--- src/rtl/change_dispenser.sv ---
// Coin-out payout engine: pays a refund in 5-cent units as dimes first, then
// nickels, one coin per request/acknowledge handshake, and reports any shortfall.
module change_dispenser #(
  parameter int unsigned UNIT_W        = 6,
  parameter int unsigned EJECT_TIMEOUT = 255,
  parameter int unsigned GAP_CYCLES    = 2
) (
  input  logic              clock,
  input  logic              reset,
  input  logic              start,
  input  logic [UNIT_W-1:0] refund_units,
  input  logic              dime_empty,
  input  logic              nickel_empty,
  input  logic              eject_ack,
  output logic              dime_eject,
  output logic              nickel_eject,
  output logic              busy,
  output logic              done,
  output logic [UNIT_W-1:0] shortfall,
  output logic              error
);

  localparam logic [2:0] S_IDLE         = 3'd0;
  localparam logic [2:0] S_SELECT       = 3'd1;
  localparam logic [2:0] S_EJECT_DIME   = 3'd2;
  localparam logic [2:0] S_EJECT_NICKEL = 3'd3;
  localparam logic [2:0] S_GAP          = 3'd4;
  localparam logic [2:0] S_DONE         = 3'd5;

  // One counter serves both the eject wait and the inter-coin gap.
  localparam int unsigned CNT_MAX = (EJECT_TIMEOUT > GAP_CYCLES) ? EJECT_TIMEOUT : GAP_CYCLES;
  localparam int unsigned CNT_W   = $clog2(CNT_MAX + 1);

  logic [2:0]        state_q,        state_d;
  logic [UNIT_W-1:0] remaining_q,    remaining_d;
  logic [CNT_W-1:0]  cnt_q,          cnt_d;
  logic              dime_jam_q,     dime_jam_d;
  logic              nickel_jam_q,   nickel_jam_d;
  logic              busy_q,         busy_d;
  logic              done_q,         done_d;
  logic              dime_eject_q,   dime_eject_d;
  logic              nickel_eject_q, nickel_eject_d;
  logic [UNIT_W-1:0] shortfall_q,    shortfall_d;
  logic              error_q,        error_d;

  always_comb begin
    state_d      = state_q;
    remaining_d  = remaining_q;
    cnt_d        = cnt_q;
    dime_jam_d   = dime_jam_q;
    nickel_jam_d = nickel_jam_q;
    shortfall_d  = shortfall_q;
    error_d      = error_q;

    case (state_q)
      S_IDLE: begin
        if (start) begin
          remaining_d  = refund_units;
          dime_jam_d   = 1'b0;
          nickel_jam_d = 1'b0;
          shortfall_d  = '0;
          error_d      = 1'b0;
          state_d      = S_SELECT;
        end
      end
      S_SELECT: begin
        cnt_d = '0;
        if (remaining_q == '0) begin
          state_d = S_DONE;
        end else if (remaining_q >= UNIT_W'(2) && !dime_empty && !dime_jam_q) begin
          state_d = S_EJECT_DIME;
        end else if (!nickel_empty && !nickel_jam_q) begin
          state_d = S_EJECT_NICKEL;
        end else begin
          state_d = S_DONE;
        end
        // Remaining is final once SELECT chooses DONE, so latch the report here.
        if (state_d == S_DONE) begin
          shortfall_d = remaining_q;
          error_d     = (remaining_q != '0);
        end
      end
      S_EJECT_DIME, S_EJECT_NICKEL: begin
        if (eject_ack) begin
          remaining_d = remaining_q - ((state_q == S_EJECT_DIME) ? UNIT_W'(2) : UNIT_W'(1));
          cnt_d       = '0;
          state_d     = S_GAP;
        end else if (cnt_q == CNT_W'(EJECT_TIMEOUT - 1)) begin
          if (state_q == S_EJECT_DIME) dime_jam_d = 1'b1;
          else                         nickel_jam_d = 1'b1;
          cnt_d   = '0;
          state_d = S_GAP;
        end else begin
          cnt_d = cnt_q + CNT_W'(1);
        end
      end
      S_GAP: begin
        if (cnt_q == CNT_W'(GAP_CYCLES - 1)) begin
          cnt_d   = '0;
          state_d = S_SELECT;
        end else begin
          cnt_d = cnt_q + CNT_W'(1);
        end
      end
      S_DONE:  state_d = S_IDLE;
      default: state_d = S_IDLE;
    endcase

    // Outputs are registered from the next state so they align with it.
    busy_d         = (state_d != S_IDLE);
    done_d         = (state_d == S_DONE);
    dime_eject_d   = (state_d == S_EJECT_DIME);
    nickel_eject_d = (state_d == S_EJECT_NICKEL);
  end

  always_ff @(posedge clock) begin
    if (reset) begin
      state_q        <= S_IDLE;
      remaining_q    <= '0;
      cnt_q          <= '0;
      dime_jam_q     <= 1'b0;
      nickel_jam_q   <= 1'b0;
      busy_q         <= 1'b0;
      done_q         <= 1'b0;
      dime_eject_q   <= 1'b0;
      nickel_eject_q <= 1'b0;
      shortfall_q    <= '0;
      error_q        <= 1'b0;
    end else begin
      state_q        <= state_d;
      remaining_q    <= remaining_d;
      cnt_q          <= cnt_d;
      dime_jam_q     <= dime_jam_d;
      nickel_jam_q   <= nickel_jam_d;
      busy_q         <= busy_d;
      done_q         <= done_d;
      dime_eject_q   <= dime_eject_d;
      nickel_eject_q <= nickel_eject_d;
      shortfall_q    <= shortfall_d;
      error_q        <= error_d;
    end
  end

  assign dime_eject   = dime_eject_q;
  assign nickel_eject = nickel_eject_q;
  assign busy         = busy_q;
  assign done         = done_q;
  assign shortfall    = shortfall_q;
  assign error        = error_q;

endmodule

--- config.mk ---
export PLATFORM = sky130hd
export DESIGN_NAME = change_dispenser
export DESIGN_NICKNAME = d
export VERILOG_FILES = /design/src/rtl/change_dispenser.sv
export SDC_FILE = /design/constraint.sdc
export NUM_CORES = 1
export LEC_CHECK = 0
export CORE_MARGIN = 1.5
export CORE_UTILIZATION = 37
export CTS_CLUSTER_SIZE = 40
export DETAILED_ROUTE_END_ITERATION = 12
export PLACE_DENSITY = 0.6
export SKIP_LAST_GASP = 1
export SLEW_MARGIN = 40
export SYNTH_ARGS = -nofsm -noshare
export SYNTH_HDL_FRONTEND = slang
export SYNTH_SLANG_ARGS = --single-unit
--- constraint.sdc ---
create_clock -name clock -period 3 [get_ports clock]
set_input_delay 0.6 -clock clock [delete_from_list [all_inputs] [get_ports clock]]
set_output_delay 0.6 -clock clock [all_outputs]
set_load 0.03 [all_outputs]
== After elaboration in Yosys (flattened, before gate mapping) ==
Index checks and enable logic that the tools add are counted.
Storage, ports and cells
  bits in registers: 30
  word-level logic and storage cells: 81
Cells by class
  equality and inequality tests: 17
  add/subtract/negate cells: 2
  muxes and demuxes: 31
  magnitude comparators: 1
  reductions and logical operators: 19
Operators with widths (count)
  3-bit 2-to-1 mux: 8
  6-bit 2-to-1 mux: 4
  8-bit 2-to-1 mux: 3
  6-bit one-hot mux with 2 select lines: 2
  8-bit one-hot mux with 3 select lines: 1
  2-bit inequality test, second input constant: 7
  3-bit by 2-bit == test with 1-bit output, second input constant: 4
  3-bit one-hot mux with 4 select lines: 1
  5-bit AND reduction: 2
  3-bit == test, second input constant: 3
  8-bit by 1-bit adder with 8-bit output, second input constant: 1
  8-bit by 1-bit == test with 1-bit output, second input constant: 1
  8-bit == test, second input constant: 1
  1-bit 2-to-1 mux: 8
  6-bit by 2-bit >= comparator with 1-bit output, second input constant: 1
  6-bit logical NOT: 1
  1-bit one-hot mux with 2 select lines: 3
  3-bit AND reduction: 2
  3-bit nonzero test: 2
  6-bit nonzero test: 1
  6-bit by 2-bit subtractor with 6-bit output: 1
  1-bit logical NOT: 4
  2-bit nonzero test: 2
  3-bit by 1-bit == test with 1-bit output, second input constant: 1
  4 further kinds: 6

== Depth between registers and ports, before layout ==
  word-level depth: 9
  mapped depth: 10
  mapped depth without buffers: 8

== Worst setup path before layout ==
OpenSTA, ideal clock, no wires.
  kind: register to register
  start: reg state_q[1]
  end: reg remaining_q[4]
  stages on the path, launching flop included: 10
  clock period less this slack: 2568 ps
  setup time: 95 ps
  buffers on the path: 1
  arrival: 2473 ps
  slack: 432 ps
  required time: 2905 ps
  cell sequence: dfxtp_1 -> nor2b_1 -> clkbuf_1 -> nand2_1 -> ha_1 -> fa_1 -> nor3b_1 -> nand3_1 -> o21ai_1 -> a221oi_1
On the way
  longest elaborated chain between the ends: 5
Ends and longest elaborated chain
  start, declared: line 34  | logic [2:0] state_q, state_d;
  start signal, assigned: line 130  | state_q <= state_d;
  3-bit by 2-bit == test with 1-bit output: line 55, 85
  2-bit 2-to-1 mux: line 85  | remaining_d = remaining_q - ((state_q == S_EJECT_DIME) ? UNIT_W'(2) : UNIT_W'(1));
  6-bit by 2-bit subtractor with 6-bit output: line 85
  6-bit 2-to-1 mux: line 84  | if (eject_ack) begin
  6-bit one-hot mux with 2 select lines: line 55  | case (state_q)
  end signal, assigned: line 131  | remaining_q <= remaining_d;
  end, declared: line 35  | logic [UNIT_W-1:0] remaining_q, remaining_d;
Parallel ways exist; a longest one is shown, timed or not. The select of a mux whose other input is x is not followed.
A chain may end at the register's enable or synchronous reset.

== Worst setup path after layout ==
Ends and elaborated chain as after synthesis.

==> run_results.csv <==
group,metric,value,unit
flow_run,maxCapViolCount,0,
finish,layout-drive-gt1-share,9.35,%
global_route,antenna_found_initial,0,
finish,final_util,47.9,%
drt,drc_errors,0,
clock_tree,cts_buffer_depth,2,
sta,post-route-period-util,75.4,%
global_route,grt_pass1_vias,1348,
pwr,leakage,0.674,nW
drt,wire_per_inst,13.8,um
clock_tree,cts.clk_slew.worst_paths,0.06,ns
drt,via_per_inst,5.55,
floorplanning,initial_utilization,39.1,%
yosys,synth-edff-count,0,
floorplanning,die_h,68.5,um
clock_tree,insertion_delay,0.28,ns
setup_path,start_kind,"flip-flop",
finish,final_nets,231,
global_route,grt_pass1_wl,6030,um
yosys,syn_nets,208,
place,globalplace.congestion,0.833,
pwr,internal_power,0.000845,W
sta,skew,0.00620,ns
finish,area.growth.synth_to_final,22.5,%
floorplanning,coreArea,0.00406,mm^2
sta,finalHoldViolCount,0,
sta,clock.fmax,0.442,GHz
yosys,syn_area_per_cell,8.34,um^2
pwr,power_density,706,mW/mm^2
clock_tree,cts_hold_buf,0,
place,io_buffers,22,
finish,antennaDiodeCount,0,
floorplanning,dieWidth,68.5,um
sta,final.setup.worst_slack,0.738,ns
clock_tree,cts_tree,"yes",
sta,setup_violations,0,
clock_tree,postCtsSetupRepairBufs,0,
place,place_area,0.00185,mm^2
finish,regArea,601,um^2
finish,multiInputGateArea,918,um^2
floorplanning,die_area,0.00469,mm^2
place,dp_slack,0.658,ns
worst_hold_path,hold_class,"reg2reg",
pwr,p_clk_share,24.6,%
yosys,synth_cell_types,46,
place,hpwl,2640,um
sta,tns,0,ns
setup_path,end_kind,"flip-flop",
finish,fillers,390,
sta,tightest_slew,0.664,ns
yosys,synth_flop_cell,"dfxtp_1",
clock_tree,htreeDepth,2,
sta,slew-limit-headroom,55.4,%
pwr,vdd.ir_drop.worst,0.000257,V
yosys,async_flop_share,0,%
drt,postRouteAntennaNets,0,
setup_path,critical_path_class,"reg2reg",
yosys,yosys_warnings,0,
finish,final_area,0.00194,mm^2
clock_tree,post_cts_resized,0,
sta,fin_crit,2.26,ns
drt,wirelength,3650,um
clock_tree,numCtsBuffers,5,
clock_tree,cts_sinks,30,
drt,drtIter0Drc,107,
setup_path,crit_path_max_fanout,8,
drt,first_pass_iters,4,
pwr,seqPwrFrac,37.9,%
yosys,ys_ff_latch,30,
pwr,combinationalPowerShare,37.5,%
drt,vias,1465,
setup_path,crit_required,3.18,ns
yosys,yosysSeqAreaShare,37.9,%
run_status,status,"finished clean",
sta,maxSlewViolCount,0,
global_route,overflow,0,
pwr,swShare,38.4,%
yosys,syn-cell-area,0.00159,mm^2
floorplanning,io_pins,23,
setup_path,worstPathArrival,2.44,ns
yosys,syn_inst,190,
floorplanning,num_rows,23,
global_route,grt_max_degree,15,
global_route,gr-usage-all-layers,17.3,%
clock_tree,root_buffer,"clkbuf_8",
sta,rsz0062_at_grt,"false",
pwr,p_switching,0.000526,W
layer usage:
layer  track usage (%)  up-vias  part of all wire [%]
met5                 0        -                     0
met4              8.75        0                   1.4
met3              3.62        5                   5.3
met2              26.8       36                    47
met1              22.5      687                    47
li1                  -      737                     -
worst max-delay path, stage by stage (launching register included):
cell	delay, ns
dfxtp_1	0.53
nor2b_1	0.23
nand2_1	0.13
ha_1	0.24
fa_1	0.43
nor3b_1	0.17
nand3_1	0.09
o21ai_1	0.06
a221oi_1	0.28
Yosys cell counts (4+ instances only):
cell | n | area, um^2
dfxtp_1 | 30 | 601
nor2_1 | 23 | 86.3
a21oi_1 | 20 | 100
nand3_1 | 17 | 85.1
inv_1 | 9 | 33.8
nand2_1 | 9 | 33.8
nand2b_1 | 7 | 43.8
o21ai_1 | 7 | 35.0
a311oi_1 | 6 | 52.6
clkbuf_1 | 5 | 18.8
ha_1 | 5 | 62.6
nor3_1 | 4 | 20.0
area by class of cell:
cell class / instances / share of cell area, %
multi-input combinational: 143 / 47.3
sequential: 30 / 30.9
timing repair buffer: 24 / 12.1
clock buffer: 7 / 4.45
tap: 50 / 3.22
inverter: 9 / 1.74
clock inverter: 1 / 0.258
power by group through the flow:
stage          clock network (W)  registers, W  logic [W]
2_1_floorplan                  0      0.000528   0.000371
3_3_place_gp                   0      0.000526   0.000501
3_5_place_dp                   0      0.000527   0.000510
4_1_cts                 0.000347      0.000519   0.000515
5_1_grt                 0.000364      0.000527   0.000574
6_report                0.000338      0.000519   0.000514
state kept, by name (all words and copies together), names as in the netlist, 3 cells and up:
signal,count
remaining_q,6
cnt_q,8
shortfall,6
state_q,3
kinds of logic (layout without fill, tap and decap cells):
kind of cell / after synthesis / after routing / share of synthesized area (%)
xor gates and xnor gates: 2 / 2 / 1.11
and+or+nand+nor: 80 / 80 / 27.1
DFF: 30 / 30 / 37.9
adders and majority gates: 6 / 6 / 5.21
buffers and inverters: 17 / 41 / 4.18
AOI/OAI and AO/OA: 55 / 55 / 24.5
layout by cell type (no fill, tap or decap), types with 3 or more instances in the layout:
cell type         n
nor3b_1           3
nand3_1          17
o21ai_1           7
ha_1              5
nand2_1           9
dfxtp_1          30
a311oi_1          6
inv_1             9
nand2b_1          7
nor3_1            4
a21oi_1          20
clkbuf_8          6
nor2_1           23
a211oi_1          3
clkdlybuf4s50_1  22
final timing paths:
path	start	end	slack [ns]	depth (start not counted)
max	state_q[1]	remaining_q[4]	0.74	8
min	shortfall[0]	shortfall[0]	0.47	2
max reg2reg	state_q[1]	remaining_q[4]	0.74	8
min reg2reg	shortfall[0]	shortfall[0]	0.47	2
stage by stage:
step / total power [W] / hold WS (ns) / cells
after floorplan: 0.000899 / 0.468 / 190
after CTS: 0.00138 / 0.472 / 264
after detailed placement: 0.00104 / 0.462 / 256
final: 0.00137 / 0.468 / 264
after global routing: 0.00146 / 0.497 / 264
after global placement: 0.00103 / 0.460 / 256
No activity file was read; power rests on OpenSTA's default activity.
